$ cat config.mk
export PLATFORM = sky130hd
export DESIGN_NAME = jtframe_serjoy_reader
export DESIGN_NICKNAME = d
export VERILOG_FILES = /design/src/rtl/jtframe_serjoy_reader.sv
export SDC_FILE = /design/constraint.sdc
export NUM_CORES = 1
export LEC_CHECK = 0
export ABC_CLOCK_PERIOD_IN_PS = 5900
export BUFFER_PORTS_ARGS = -buffer_cell sky130_fd_sc_hd__buf_2
export CORE_MARGIN = 3
export CORE_UTILIZATION = 40
export DETAILED_ROUTE_END_ITERATION = 12
export SKIP_LAST_GASP = 1
export SLEW_MARGIN = 0
export SYNTH_ARGS = -nofsm -noshare
export SYNTH_HDL_FRONTEND = slang
export SYNTH_SLANG_ARGS = --single-unit
$ cat constraint.sdc
create_clock -name clk -period 5.9 [get_ports clk]
set_input_delay 0 -clock clk [delete_from_list [all_inputs] [get_ports clk]]
set_output_delay 0 -clock clk [all_outputs]
set_load 0.05 [all_outputs]
$ cat src/rtl/jtframe_serjoy_reader.sv
// Serial joystick reader for a 74165-style adapter chain.
// Ports: rst/clk, enable; ser_load_n/ser_clk/ser_data chain lines;
//   board_joy1/board_joy2 (active-high), joy_valid, scan_done pulse.
module jtframe_serjoy_reader #(
  parameter int          CLKDIV      = 4,
  parameter int          JOY_BITS    = 12,
  parameter logic [15:0] SCAN_PERIOD = 16'd50000
) (
  input  logic        rst,
  input  logic        clk,
  input  logic        enable,
  output logic        ser_load_n,
  output logic        ser_clk,
  input  logic        ser_data,
  output logic [15:0] board_joy1,
  output logic [15:0] board_joy2,
  output logic        joy_valid,
  output logic        scan_done
);

  localparam int RAW_W = 2 * JOY_BITS;

  localparam logic [RAW_W-1:0] ONES   = '1;
  localparam logic [RAW_W-1:0] ZEROS  = '0;
  localparam logic [15:0]      P_END  = SCAN_PERIOD - 16'd1;
  localparam logic [7:0]       HC_END = 8'(CLKDIV - 1);
  localparam logic [4:0]       LAST   = 5'(RAW_W - 1);

  localparam logic [2:0] IDLE     = 3'd0;
  localparam logic [2:0] LOAD     = 3'd1;
  localparam logic [2:0] SHIFT_LO = 3'd2;
  localparam logic [2:0] SHIFT_HI = 3'd3;
  localparam logic [2:0] DONE     = 3'd4;

  logic [15:0]      cnt;
  logic             tick;
  logic [1:0]       sync;
  logic             sd;
  logic [2:0]       state;
  logic [2:0]       nstate;
  logic [7:0]       hc;
  logic [7:0]       nhc;
  logic [4:0]       idx;
  logic [4:0]       nidx;
  logic             sample;
  logic             abort;
  logic             hc_end;
  logic [RAW_W-1:0] raw;
  logic [RAW_W-1:0] prev;
  logic [15:0]      p1;
  logic [15:0]      p2;

  assign tick   = cnt == P_END;
  assign sd     = sync[1];
  assign hc_end = hc == HC_END;
  assign abort  = !enable && state != IDLE;

  always_ff @(posedge clk or posedge rst) begin
    if (rst) begin
      cnt  <= '0;
      sync <= 2'b11;
    end else begin
      cnt  <= tick ? 16'd0 : cnt + 16'd1;
      sync <= {sync[0], ser_data};
    end
  end

  // LOAD lasts two half periods; idx[0] marks the second one so the
  // half-period counter never has to count past CLKDIV.
  always_comb begin
    nstate = state;
    nhc    = hc;
    nidx   = idx;
    sample = 1'b0;
    if (!enable) begin
      nstate = IDLE;
      nhc    = '0;
    end else begin
      case (state)
        IDLE: begin
          if (tick) begin
            nstate = LOAD;
            nhc    = '0;
            nidx   = '0;
          end
        end
        LOAD: begin
          if (hc_end) begin
            nhc = '0;
            if (idx[0]) begin
              nstate = SHIFT_LO;
              nidx   = '0;
            end else begin
              nidx = 5'd1;
            end
          end else begin
            nhc = hc + 8'd1;
          end
        end
        SHIFT_LO: begin
          if (hc_end) begin
            sample = 1'b1;
            nstate = SHIFT_HI;
            nhc    = '0;
          end else begin
            nhc = hc + 8'd1;
          end
        end
        SHIFT_HI: begin
          if (hc_end) begin
            nhc = '0;
            if (idx == LAST) begin
              nstate = DONE;
            end else begin
              nidx   = idx + 5'd1;
              nstate = SHIFT_LO;
            end
          end else begin
            nhc = hc + 8'd1;
          end
        end
        DONE:    nstate = IDLE;
        default: nstate = IDLE;
      endcase
    end
  end

  always_comb begin
    p1 = '0;
    p2 = '0;
    p1[JOY_BITS-1:0] = ~raw[JOY_BITS-1:0];
    p2[JOY_BITS-1:0] = ~raw[RAW_W-1:JOY_BITS];
  end

  // Chain lines are registered copies of the next state so the
  // adapter never sees decode glitches.
  always_ff @(posedge clk or posedge rst) begin
    if (rst) begin
      state      <= IDLE;
      hc         <= '0;
      idx        <= '0;
      raw        <= ONES;
      prev       <= ONES;
      ser_load_n <= 1'b1;
      ser_clk    <= 1'b0;
      scan_done  <= 1'b0;
      board_joy1 <= '0;
      board_joy2 <= '0;
      joy_valid  <= 1'b0;
    end else begin
      state      <= nstate;
      hc         <= nhc;
      idx        <= nidx;
      ser_load_n <= nstate != LOAD;
      ser_clk    <= nstate == SHIFT_HI;
      scan_done  <= nstate == DONE;
      if (sample) begin
        for (int i = 0; i < RAW_W; i++) begin
          if (idx == 5'(i)) raw[i] <= sd;
        end
      end
      if (abort) begin
        prev <= ONES;
      end else if (state == DONE) begin
        prev <= raw;
        // All-zero means a floating line: no adapter present.
        if (raw == prev) begin
          if (raw == ZEROS) begin
            board_joy1 <= '0;
            board_joy2 <= '0;
            joy_valid  <= 1'b0;
          end else begin
            board_joy1 <= p1;
            board_joy2 <= p2;
            joy_valid  <= 1'b1;
          end
        end
      end
    end
  end

endmodule

==> results.sh <==
export IMPL_track_usage_pct=15.5
export IMPL_synth_edf_count=0
export IMPL_postSynthCellCount=464
export IMPL_cts_sinks=110
export IMPL_num_nets_final=505
export IMPL_grt_busiest_layer="met2"
export IMPL_crit_family="simple AND/OR/NAND/NOR gates"
export IMPL_fin_util_pct=46.2
export IMPL_setup_ws_ns=2.78
export IMPL_synth_top_area_share_pct=27.8
export IMPL_dp_hpwl_um=7460
export IMPL_clk_path_buf_depth=2
export IMPL_rr_worst_depth=6
export IMPL_hold_path_class="in -> async"
export IMPL_synthXorXnorAreaFrac_pct=6.44
export IMPL_start_util_pct=41.5
export IMPL_seq_area_sq_um=2820
export IMPL_dieArea_sq_um=14700
export IMPL_synth_seq_cells=110
export IMPL_path_class="reg -> reg"
export IMPL_pin_count=40
export IMPL_ys_top_cells_by_area="dfrtp_1, dfstp_2, mux2_2, xor2_1, o22a_1"
export IMPL_r2r_slack_ns=2.78
export IMPL_reg2reg_from="state[1]"
export IMPL_run_status="finished clean"
export IMPL_crit_slowest_cell="or4_4"
export IMPL_synthAdderAreaFrac_pct=1.65
export IMPL_clk_pin_slew_ns=0.07
export IMPL_drt_vias_per_instance=5.27
export IMPL_insertion_delay_ns=0.36
export IMPL_slowest_delay_ns=0.63
export IMPL_cts_tree="built"
export IMPL_crit_path_end_kind="register"
export IMPL_routabilityCongestion=0.826
export IMPL_first_iter_violations=172
export IMPL_stdcell_area_sq_um=5900
export IMPL_fin_tns_setup_ns=0
export IMPL_yosys_area_top_type="dfrtp_1"
export IMPL_first_pass_iters=4
export IMPL_path_cells="nor2_4 -> nand3_4 -> or4_4 -> nor4_4 -> buf_4 -> mux2_2"
export IMPL_netlist_top_cells_count="dfrtp_1, dfstp_2, mux2_2, nor2_1, nand2_1"
export IMPL_ys_flop_type="dfrtp_1"
export IMPL_core_sq_um=12800
export IMPL_wl_per_cell_um=16.0
export IMPL_finalMaxSlewViolations=0
export IMPL_relSlewSlack_pct=33.6
export IMPL_vdd_drop_max_mv=0.152
export IMPL_multi_input_area_sq_um=2330
export IMPL_dp_slack_ns=2.79
export IMPL_max_cap_viol_count=0
export IMPL_die_w_um=121
export IMPL_drive_gt1_share_pct=31.3
export IMPL_drc=0
export IMPL_grt_pass1_wl_um=18000
export IMPL_synth_compound_area_share_pct=8.09
export IMPL_placed_area_sq_um=5580
export IMPL_overflow=0
export IMPL_met1_usage_pct=20.0
export IMPL_synthArstFlopShare_pct=100
export IMPL_synth_top_family_by_area="simple AND/OR/NAND/NOR gates"
export IMPL_critPathBufInv=1
export IMPL_cts_buffers=9
export IMPL_synth_mux_area_share_pct=10.8
export IMPL_cp_depth=6
export IMPL_diodes=0
export IMPL_cts_resized=0
export IMPL_htreeDepth=3
export IMPL_yosysWarnings=0
export IMPL_syn_cell_area_sq_um=5300
export IMPL_core_rowCount=41
export IMPL_seq_area_frac_synth_pct=53.1
export IMPL_finalWirelength_um=10700
export IMPL_layout_cells_non_filler=671
export IMPL_startpoint="state[1]"
export IMPL_setup_violations=0
export IMPL_post_route_period_util_pct=52.9
export IMPL_n_fill_cell=1196
export IMPL_start_kind="register"
export IMPL_finalHoldViolCount=0
export IMPL_io_buffers=31
export IMPL_period_needed_ns=3.12
export IMPL_synth_area_per_cell_sq_um=11.4
export IMPL_ant_nets=0
export IMPL_antenna_found_initial=0
export IMPL_cp_max_fo=25
export IMPL_crit_end="board_joy1[3]"
export IMPL_vias=3533
export IMPL_fin_skew_ns=0.00811
export IMPL_p_per_area_nw_per_um2=242
export IMPL_grt_max_degree=81
export IMPL_leakage_nw=2.68
export IMPL_tightest_slew_ns=0.997
export IMPL_grt_pass1_vias=3542
export IMPL_rr_endpoint="board_joy1[3]"
export IMPL_cp_arrival_ns=3.36
export IMPL_finalPower_mw=1.43
export IMPL_ctsRootBufferMaster="clkbuf_16"
export IMPL_yosysUniqueCellTypes=52
export IMPL_crit_required_ns=6.14
export IMPL_rsz0062_at_grt="no"
export IMPL_fmaxAchievable_ghz=0.320
export IMPL_yosysMostFrequentCell="dfrtp_1"
export IMPL_syn_to_final_growth_pct=11.2
export IMPL_die_h_um=121
export IMPL_synth_simple_gate_area_share_pct=16.4
export IMPL_use_met2_pct=25.7
export IMPL_hold_ws_ns=0.169
export IMPL_use_met3_pct=4.20
export IMPL_placedCellCount=652
final cells by class:
cell class                      count  share of cell area (%)
Multi-Input combinational cell    325                    39.4
Clock inverter                      5                   0.721
Tap cell                          172                    3.65
Timing Repair Buffer               38                    3.65
Clock buffer                       11                    4.11
Sequential cell                   110                    47.7
Inverter                           10                   0.679
report_power, final:
part	internal, mW	total, mW	switching, mW	leakage [nW]
sequential	0.762	0.770	0.00790	1.34
clock	0.303	0.581	0.277	0.142
combinational	0.0181	0.0785	0.0604	1.20
total	1.08	1.43	0.345	2.68
cell families (layout without fill, tap and decap cells):
family | Yosys count | in the layout
AOI/OAI and AO/OA | 61 | 61
xor gates and xnor gates | 39 | 39
adders and majority gates | 7 | 7
buffers and inverters | 36 | 64
DFF | 110 | 110
muxes | 51 | 51
other | 1 | 8
and+or+nand+nor | 159 | 159
metal layers:
metal  routed length, um  part of all wire [%]  vias up
li1                    -                     -     1697
met4                 140                   1.3        0
met3                 385                   3.6        9
met5                   0                     0        -
met2                5360                    50       60
met1                4850                    45     1767
repair_timing:
item	in CTS	in global routing
hold endpoints to repair	33	0
buffers inserted	0	0
hold buffers	3	0
placed cells by master, fill, tap and decap left out, types with 12 or more instances in the layout:
cell / netlist / final
mux2_2: 46 / 46
nor2_1: 40 / 40
nand2_1: 35 / 35
o22a_1: 24 / 24
and3_1: 12 / 12
dfrtp_1: 59 / 59
buf_2: 4 / 31
xor2_1: 29 / 29
dfstp_2: 51 / 51
nand3_1: 16 / 16
o21ai_0: 16 / 16
worst min-delay path by stage:
stage | start | endpoint | cells after the start
after floorplan | ser_data | sync[0] | 0
after global placement | rst | board_joy2[5] | 2
after detailed placement | rst | board_joy2[3] | 2
after CTS | rst | board_joy2[3] | 3
after global routing | rst | board_joy2[3] | 3
final | rst | board_joy2[3] | 3
state kept, by name, summed over array words and instances, names as in the netlist:
name,count
board_joy1,12
scan_done,1
sync,2
board_joy2,12
idx,5
ser_load_n,1
prev,24
hc,8
raw,24
cnt,16
ser_clk,1
state,3
joy_valid,1
worst register-to-register path, cell delays in order, from the launching register on:
cell     delay [ns]
dfrtp_1        0.48
nor2_4         0.26
nand3_4        0.33
or4_4          0.64
nor4_4         0.60
buf_4          0.35
mux2_2         0.36
No activity file was read; power rests on OpenSTA's default activity.
